## config.mk

```make
export PLATFORM = sky130hd
export DESIGN_NAME = psum_out_stage
export DESIGN_NICKNAME = d
export VERILOG_FILES = /design/src/rtl/psum_out_stage.sv
export SDC_FILE = /design/constraint.sdc
export NUM_CORES = 1
export LEC_CHECK = 0
export CAP_MARGIN = 30
export CORE_MARGIN = 1
export CORE_UTILIZATION = 40
export CTS_BUF_LIST = sky130_fd_sc_hd__clkbuf_16
export CTS_CLUSTER_DIAMETER = 60
export DETAILED_ROUTE_END_ITERATION = 10
export GPL_ROUTABILITY_DRIVEN = 0
export PLACE_DENSITY_LB_ADDON = 0.25
export SYNTH_ARGS = -nofsm -noshare
export SYNTH_HDL_FRONTEND = slang
export SYNTH_SLANG_ARGS = --single-unit
```

## constraint.sdc

```tcl
create_clock -name clk -period 4.9 [get_ports clk]
set_input_delay 0.735 -clock clk [delete_from_list [all_inputs] [get_ports clk]]
set_output_delay 0.735 -clock clk [all_outputs]
set_load 0.005 [all_outputs]
```

## src/rtl/psum_out_stage.sv

```systemverilog
// Output stage of the row-streamed convolution: drops incomplete/edge-wrapping windows,
// then rounds, shifts and saturates each partial sum. Build option PSUM_OUT_RELU_EN clamps negatives to 0.
module psum_out_stage #(
  parameter int unsigned IMG_W  = 28,
  parameter int unsigned IMG_H  = 28,
  parameter int unsigned KER    = 3,
  parameter int unsigned SUM_BW = 16,
  parameter int unsigned OUT_BW = 8,
  parameter int unsigned SHIFT  = 4
) (
  input  logic                     clk,
  input  logic                     rst_n,
  input  logic                     i_valid,
  input  logic                     i_sof,
  input  logic signed [SUM_BW-1:0] i_psum,
  output logic                     o_valid,
  output logic signed [OUT_BW-1:0] o_data,
  output logic                     o_last,
  output logic                     o_busy
);

  localparam int unsigned CW  = (IMG_W > 1) ? $clog2(IMG_W) : 1;
  localparam int unsigned RW  = (IMG_H > 1) ? $clog2(IMG_H) : 1;
  localparam int unsigned SW1 = SUM_BW + 1;

  localparam logic [CW-1:0] COL_LAST      = CW'(IMG_W - 1);
  localparam logic [CW-1:0] COL_FIRST_OUT = CW'(KER - 1);
  localparam logic [RW-1:0] ROW_LAST      = RW'(IMG_H - 1);
  localparam logic [RW-1:0] ROW_FIRST_OUT = RW'(KER - 1);

  localparam logic signed [SW1-1:0] RND   = SW1'((1 << SHIFT) >> 1);
  localparam logic signed [SW1-1:0] MAX_V = {{(SW1-OUT_BW+1){1'b0}}, {(OUT_BW-1){1'b1}}};
  localparam logic signed [SW1-1:0] MIN_V = {{(SW1-OUT_BW+1){1'b1}}, {(OUT_BW-1){1'b0}}};

  typedef enum logic [1:0] {IDLE, FILL, RUN} state_t;

  state_t          state, state_nxt;
  logic [CW-1:0]   col, col_nxt, pos_col;
  logic [RW-1:0]   row, row_nxt, pos_row;
  logic            accept_c, emit_c, last_c;

  logic                  s1_valid, s1_last;
  logic signed [SW1-1:0] s1_r, psum_ext, r_c, r_clip;
  logic signed [OUT_BW-1:0] sat_c;

  // State and raster counters
  always_ff @(posedge clk or negedge rst_n) begin
    if (!rst_n) begin
      state  <= IDLE;
      col    <= '0;
      row    <= '0;
      o_busy <= 1'b0;
    end else begin
      state  <= state_nxt;
      col    <= col_nxt;
      row    <= row_nxt;
      o_busy <= (state_nxt != IDLE);
    end
  end

  // Next state: an sof beat always restarts the frame at (0,0), even mid-frame
  always_comb begin
    state_nxt = state;
    col_nxt   = col;
    row_nxt   = row;
    pos_col   = col;
    pos_row   = row;
    emit_c    = 1'b0;
    last_c    = 1'b0;
    accept_c  = i_valid && (i_sof || (state != IDLE));
    if (i_sof) begin
      pos_col = '0;
      pos_row = '0;
    end
    if (accept_c) begin
      emit_c = (pos_row >= ROW_FIRST_OUT) && (pos_col >= COL_FIRST_OUT);
      last_c = emit_c && (pos_row == ROW_LAST) && (pos_col == COL_LAST);
      if (pos_col == COL_LAST) begin
        col_nxt = '0;
        row_nxt = pos_row + RW'(1);
      end else begin
        col_nxt = pos_col + CW'(1);
        row_nxt = pos_row;
      end
      if (last_c) begin
        state_nxt = IDLE;
        col_nxt   = '0;
        row_nxt   = '0;
      end else if (row_nxt >= ROW_FIRST_OUT) begin
        state_nxt = RUN;
      end else begin
        state_nxt = FILL;
      end
    end
  end

  // One extra bit keeps the rounding add from overflowing
  assign psum_ext = {i_psum[SUM_BW-1], i_psum};
  assign r_c      = (psum_ext + RND) >>> SHIFT;

  always_comb begin
    r_clip = s1_r;
    sat_c  = s1_r[OUT_BW-1:0];
`ifdef PSUM_OUT_RELU_EN
    if (s1_r[SW1-1]) r_clip = '0;
`endif
    if (r_clip > MAX_V)      sat_c = MAX_V[OUT_BW-1:0];
    else if (r_clip < MIN_V) sat_c = MIN_V[OUT_BW-1:0];
    else                     sat_c = r_clip[OUT_BW-1:0];
  end

  // Two-stage requantization pipeline; o_data holds between outputs
  always_ff @(posedge clk or negedge rst_n) begin
    if (!rst_n) begin
      s1_valid <= 1'b0;
      s1_last  <= 1'b0;
      s1_r     <= '0;
      o_valid  <= 1'b0;
      o_last   <= 1'b0;
      o_data   <= '0;
    end else begin
      s1_valid <= emit_c;
      s1_last  <= last_c;
      if (emit_c) s1_r <= r_c;
      o_valid  <= s1_valid;
      o_last   <= s1_valid & s1_last;
      if (s1_valid) o_data <= sat_c;
    end
  end

endmodule

```

# After elaboration in Yosys (flattened, before gate mapping)
# Cells that the tools add are included.
# classes
n_addsub	3
mul	0
n_div	0
n_lt_le_gt_ge	5
eq_ne	2
shift	0
muxes	14
bitwise	1
n_reduce_logical	7
# ops
op	count
$mux W5	7
$add A16 B5 Y17 const B	1
$mux W8	2
$ge A5 B2 Y1 const B	3
$gt A13 B8 Y1 const B	1
$lt A13 B8 Y1 const B	1
$add A5 B1 Y5 const B	2
$eq A5 B5 Y1 const B	2
$mux W2	3
$logic_and A1 B1 Y1	4
$reduce_bool A2 Y1	2
$mux W1	2
$and A1 B1 Y1	1
$logic_or A1 B1 Y1	1
# totals
register_bits	38
latch_bits	0
ram_bits	0
romBits	0
inputBits	20
out_inout_bits	11
wordCells	42
mem_count	0

# Longest topological paths before layout
# logic_depth
ltp_word	9
depth_mapped	9
depth_no_buf	8

# Least setup slack after synthesis
# OpenSTA, ideal clock, no wires.
# synth_timing
path_kind	input port to flip-flop
startpoint	input i_sof
endpoint	register s1_r[0] (netlist: r_clip[0])
setup_time_ns	0.125
arrival_ns	2.360
required_ns	4.775
path_slack_ns	2.416
stages	7
path_buffers	2
path_cell_list	buf_2 clkbuf_1 nor2b_1 ha_1 nor2_1 a2111oi_4 mux2_2
# synth_via
elab_chain_len	4
word_cells_on_any_way	8
classes_between	2 x order compare; 3 x mux; 3 x reduce/logical
# synth_rtl
item	line	source
start: declaration	14	input logic i_sof,
$mux W5	71	if (i_sof) begin
$ge A5 B2 Y1	76	emit_c = (pos_row >= ROW_FIRST_OUT) && (pos_col >= COL_FIRST_OUT);
$logic_and A1 B1 Y1	76	
$mux W1 (*)	75	if (accept_c) begin
end signal: assignment	124	if (emit_c) s1_r <= r_c;
end: declaration	43	logic signed [SW1-1:0] s1_r, psum_ext, r_c, r_clip;
# Every way passes the cells marked *; elsewhere a longest branch is shown, timed or not.
# A chain may end at the register's enable or synchronous reset.

# Worst setup path in the final report
# Ends and elaborated chain as after synthesis.

==> metrics.md <==
| Metric | Value |
|---|---|
| Tmin final | `3110 ps` |
| Synth warn | `0` |
| Yosys reg bits | `38` |
| Area contributors post-synth | `dfrtp_1 (49%), a21oi_1 (4.6%), o21ai_0 (4.6%)` |
| Post-DRT Antenna Nets | `0` |
| Startpoint Class | `primary input` |
| Hold path depth | `1` |
| Failing checks | `design-rule violations` |
| Final setup viols | `0` |
| Avg Cell Area, Syn | `9.65 sq um` |
| Placed Instance Area | `0.00227 sq mm` |
| Pwr Total | `818 uW` |
| Sequential fraction of the synthesis area | `48.6%` |
| Comb power frac | `11.9%` |
| Worst hold path type | `flop to flop` |
| First-pass GRT wire length | `6400 um` |
| Max Root-Sink Buffers | `2` |
| CTS buffer count | `5` |
| Most frequent cells in the layout | `dfrtp_1 (38), clkdlybuf4s50_1 (26), nor2_1 (23)` |
| # DRC | `1` |
| Area share of the largest cell type after synthesis | `48.6%` |
| Post-CTS sizing | `0` |
| WP data required | `5070 ps` |
| DR WL/cell | `12.4 um` |
| CTS tree | `yes` |
| # Max-Cap Violations | `0` |
| Hold path startpoint | `s1_last` |
| Design Area, Final | `0.00244 sq mm` |
| Crit Path Class | `primary input to flop` |
| Cell Area, Synth | `0.00196 sq mm` |
| DP Worst Slack | `1490 ps` |
| Switching portion of total power | `24.6%` |
| Clock Skew | `5.29 ps` |
| P&R area growth vs syn | `24.5%` |
| Synthesized Nets | `226` |
| Vias per cell | `5.01` |
| CP max FO | `26` |
| # fillers | `440` |
| Worst r2r src | `row[1]` |
| Nets | `254` |
| RSZ-0062 raised after global routing | `no` |
| IR drop worst, VDD | `0.000198 V` |
| Detailed Place HPWL | `2590 um` |
| Routed via count | `1,497` |
| Initial Util | `41.5%` |
| Chip height | `72.0 um` |
| CTS Sinks | `38` |
| Slew headroom | `43.4%` |
| Post-synth top area cell | `dfrtp_1` |
| Core area | `0.00472 sq mm` |
| R2R setup slack | `2920 ps` |
| Final Hold Fails | `0` |
| Post-CTS setup buffer count | `0` |
| Hold worst-path end | `o_last` |
| Critical Path, Cell by Cell | `clkdlybuf4s50_1 > nor3_1 > nand2b_2 > a2111oi_4 > buf_4 > mux2_2` |
| Sequential group share of total power | `44.8%` |
| Net Switching | `201 uW` |
| Clock-pin slew on the worst setup and hold paths | `60 ps` |
| Slew @ Worst Pin | `849 ps` |
| Power Dens Cells | `336 mW/mm^2` |
| R2R depth | `6` |
| Final Max Tran Viols | `0` |
| Die area | `0.00518 sq mm` |
| Yosys cell types | `41` |
| Post-CTS Hold Buffers | `0` |
| Port bufs | `27` |
| Max Fclk | `0.322 GHz` |
| GRT Resource Usage Total | `16.2%` |
| Initial antenna violation count | `0` |
| CP Buf/Inv Count | `2` |
| Int Power | `617 uW` |
| Share of layout cells above drive strength 1 | `7.76%` |
| Clock share of power | `43.3%` |
| DR iter-0 viols | `110` |
| Most common cell after layout, fill and taps aside | `dfrtp_1` |
| Clk Latency, worst-skew pair | `280 ps` |
| End of the worst register-to-register path | `r_clip[0]` |
| Critical path's slowest cell | `clkdlybuf4s50_1` |
| Vias in the first global route | `1,327` |
| IO Count | `31` |
| Critical path's top delay family | `buffers and inverters` |
| Outcome | `finished with violations` |
| Width of the chip | `72.0 um` |
| DR pass1 iterations | `7` |
| CP arrival | `3280 ps` |
| Crit end category | `flop` |
| Leak | `0.967 nW` |
| Final Routed Wirelength | `3700 um` |
| Clock H-tree levels | `2` |
| Final setup TNS | `0 ps` |
| Max incr delay on CP | `1000 ps` |
| Gate count of the mapped netlist | `203` |
| Period Utilization, post-route | `63.5%` |
| Gr ovfl total | `0` |
| Root buffer cell | `clkbuf_16` |
| FP Rows | `25` |
| Final setup margin | `1790 ps` |
| N_diodes | `0` |
| Largest net degree at the start of global routing | `39` |
## worst reg2reg max path, cell delays in order, from the launching register on
cell	delay, ps
dfrtp_1	380
nor2b_1	200
ha_1	190
nor2_1	70
a2111oi_4	350
buf_4	320
mux2_2	360
## cell type report
cell class,count,area (sq um),share of cell area (%)
tap,67,83.8,3.44
timing repair buffer,28,273,11.2
clock buffer,5,125,5.13
inverter,11,41.3,1.69
sequential,38,951,39.0
clock inverter,3,37.5,1.54
multi-input combinational,147,926,38.0
## worst max path at each step
stage	startpoint	end	cells after the start
global route	i_sof	r_clip[0]	6
CTS	i_sof	r_clip[0]	6
floorplan	i_sof	r_clip[0]	7
global placement	i_sof	r_clip[0]	6
finish	i_sof	r_clip[0]	6
detailed placement	i_sof	r_clip[0]	6
## synth_stat cells (all sizes together)
| cell type | number |
|---|---|
| clkbuf | 2 |
| xnor2 | 8 |
| mux2 | 2 |
| nand4bb | 1 |
| o31ai | 5 |
| nand3b | 1 |
| nand2 | 16 |
| inv | 11 |
| xor2 | 7 |
| o211ai | 8 |
| nor4 | 2 |
| ha | 3 |
| a21oi | 18 |
| or2 | 2 |
| nor2b | 1 |
| nand4 | 2 |
| o41ai | 1 |
| a2111oi | 1 |
| nor4b | 1 |
| dfrtp | 38 |
| and3 | 1 |
| nand2b | 2 |
| a32o | 1 |
| nand3 | 9 |
| nor3 | 6 |
| a22o | 1 |
| o2bb2ai | 2 |
| o31a | 1 |
| o21ai | 19 |
| nor2 | 24 |
| buf | 5 |
| and2 | 1 |
| or3 | 1 |
## power by group through the flow
stage | clock network [mW] | logic, mW | registers (mW)
final | 0.354 | 0.0974 | 0.367
after global routing | 0.370 | 0.113 | 0.372
after global placement | 0 | 0.0971 | 0.372
after CTS | 0.360 | 0.0990 | 0.367
after detailed placement | 0 | 0.0988 | 0.373
after floorplan | 0 | 0.0648 | 0.366
## cell families (layout without fill, tap and decap cells)
group / Yosys count / in the layout / share of synthesized area, %
and+or+nand+nor: 70 / 70 / 18.2
AOI/OAI and AO/OA: 57 / 57 / 19.3
DFF: 38 / 38 / 48.6
buffers and inverters: 18 / 47 / 4.15
xor gates and xnor gates: 15 / 15 / 6.71
adders and majority gates: 3 / 3 / 1.92
muxes: 2 / 2 / 1.15
## per-layer routing
metal	track usage, %	part of all wire, %	vias to the layer above
met1	24.3	52	700
li1	-	-	764
met3	4.17	3.3	4
met4	5.23	0.78	0
met2	22.9	43	29
met5	0	0	-
## registers in the layout (all words and copies together) (netlist names)
| name | count |
|---|---|
| o_last | 1 |
| s1_valid | 1 |
| r_clip | 13 |
| state | 2 |
| col | 5 |
| o_valid | 1 |
| o_busy | 1 |
| row | 5 |
| s1_last | 1 |
| o_data | 8 |
## metrics by stage
stage	hold WS, ps	utilization, %	cells
detailed placement	448	48.2	291
global placement	435	48.2	291
global route	479	51.6	299
finish	452	51.6	299
floorplan	428	-	203
CTS	460	51.6	299
(Power assumes the default switching activity.)
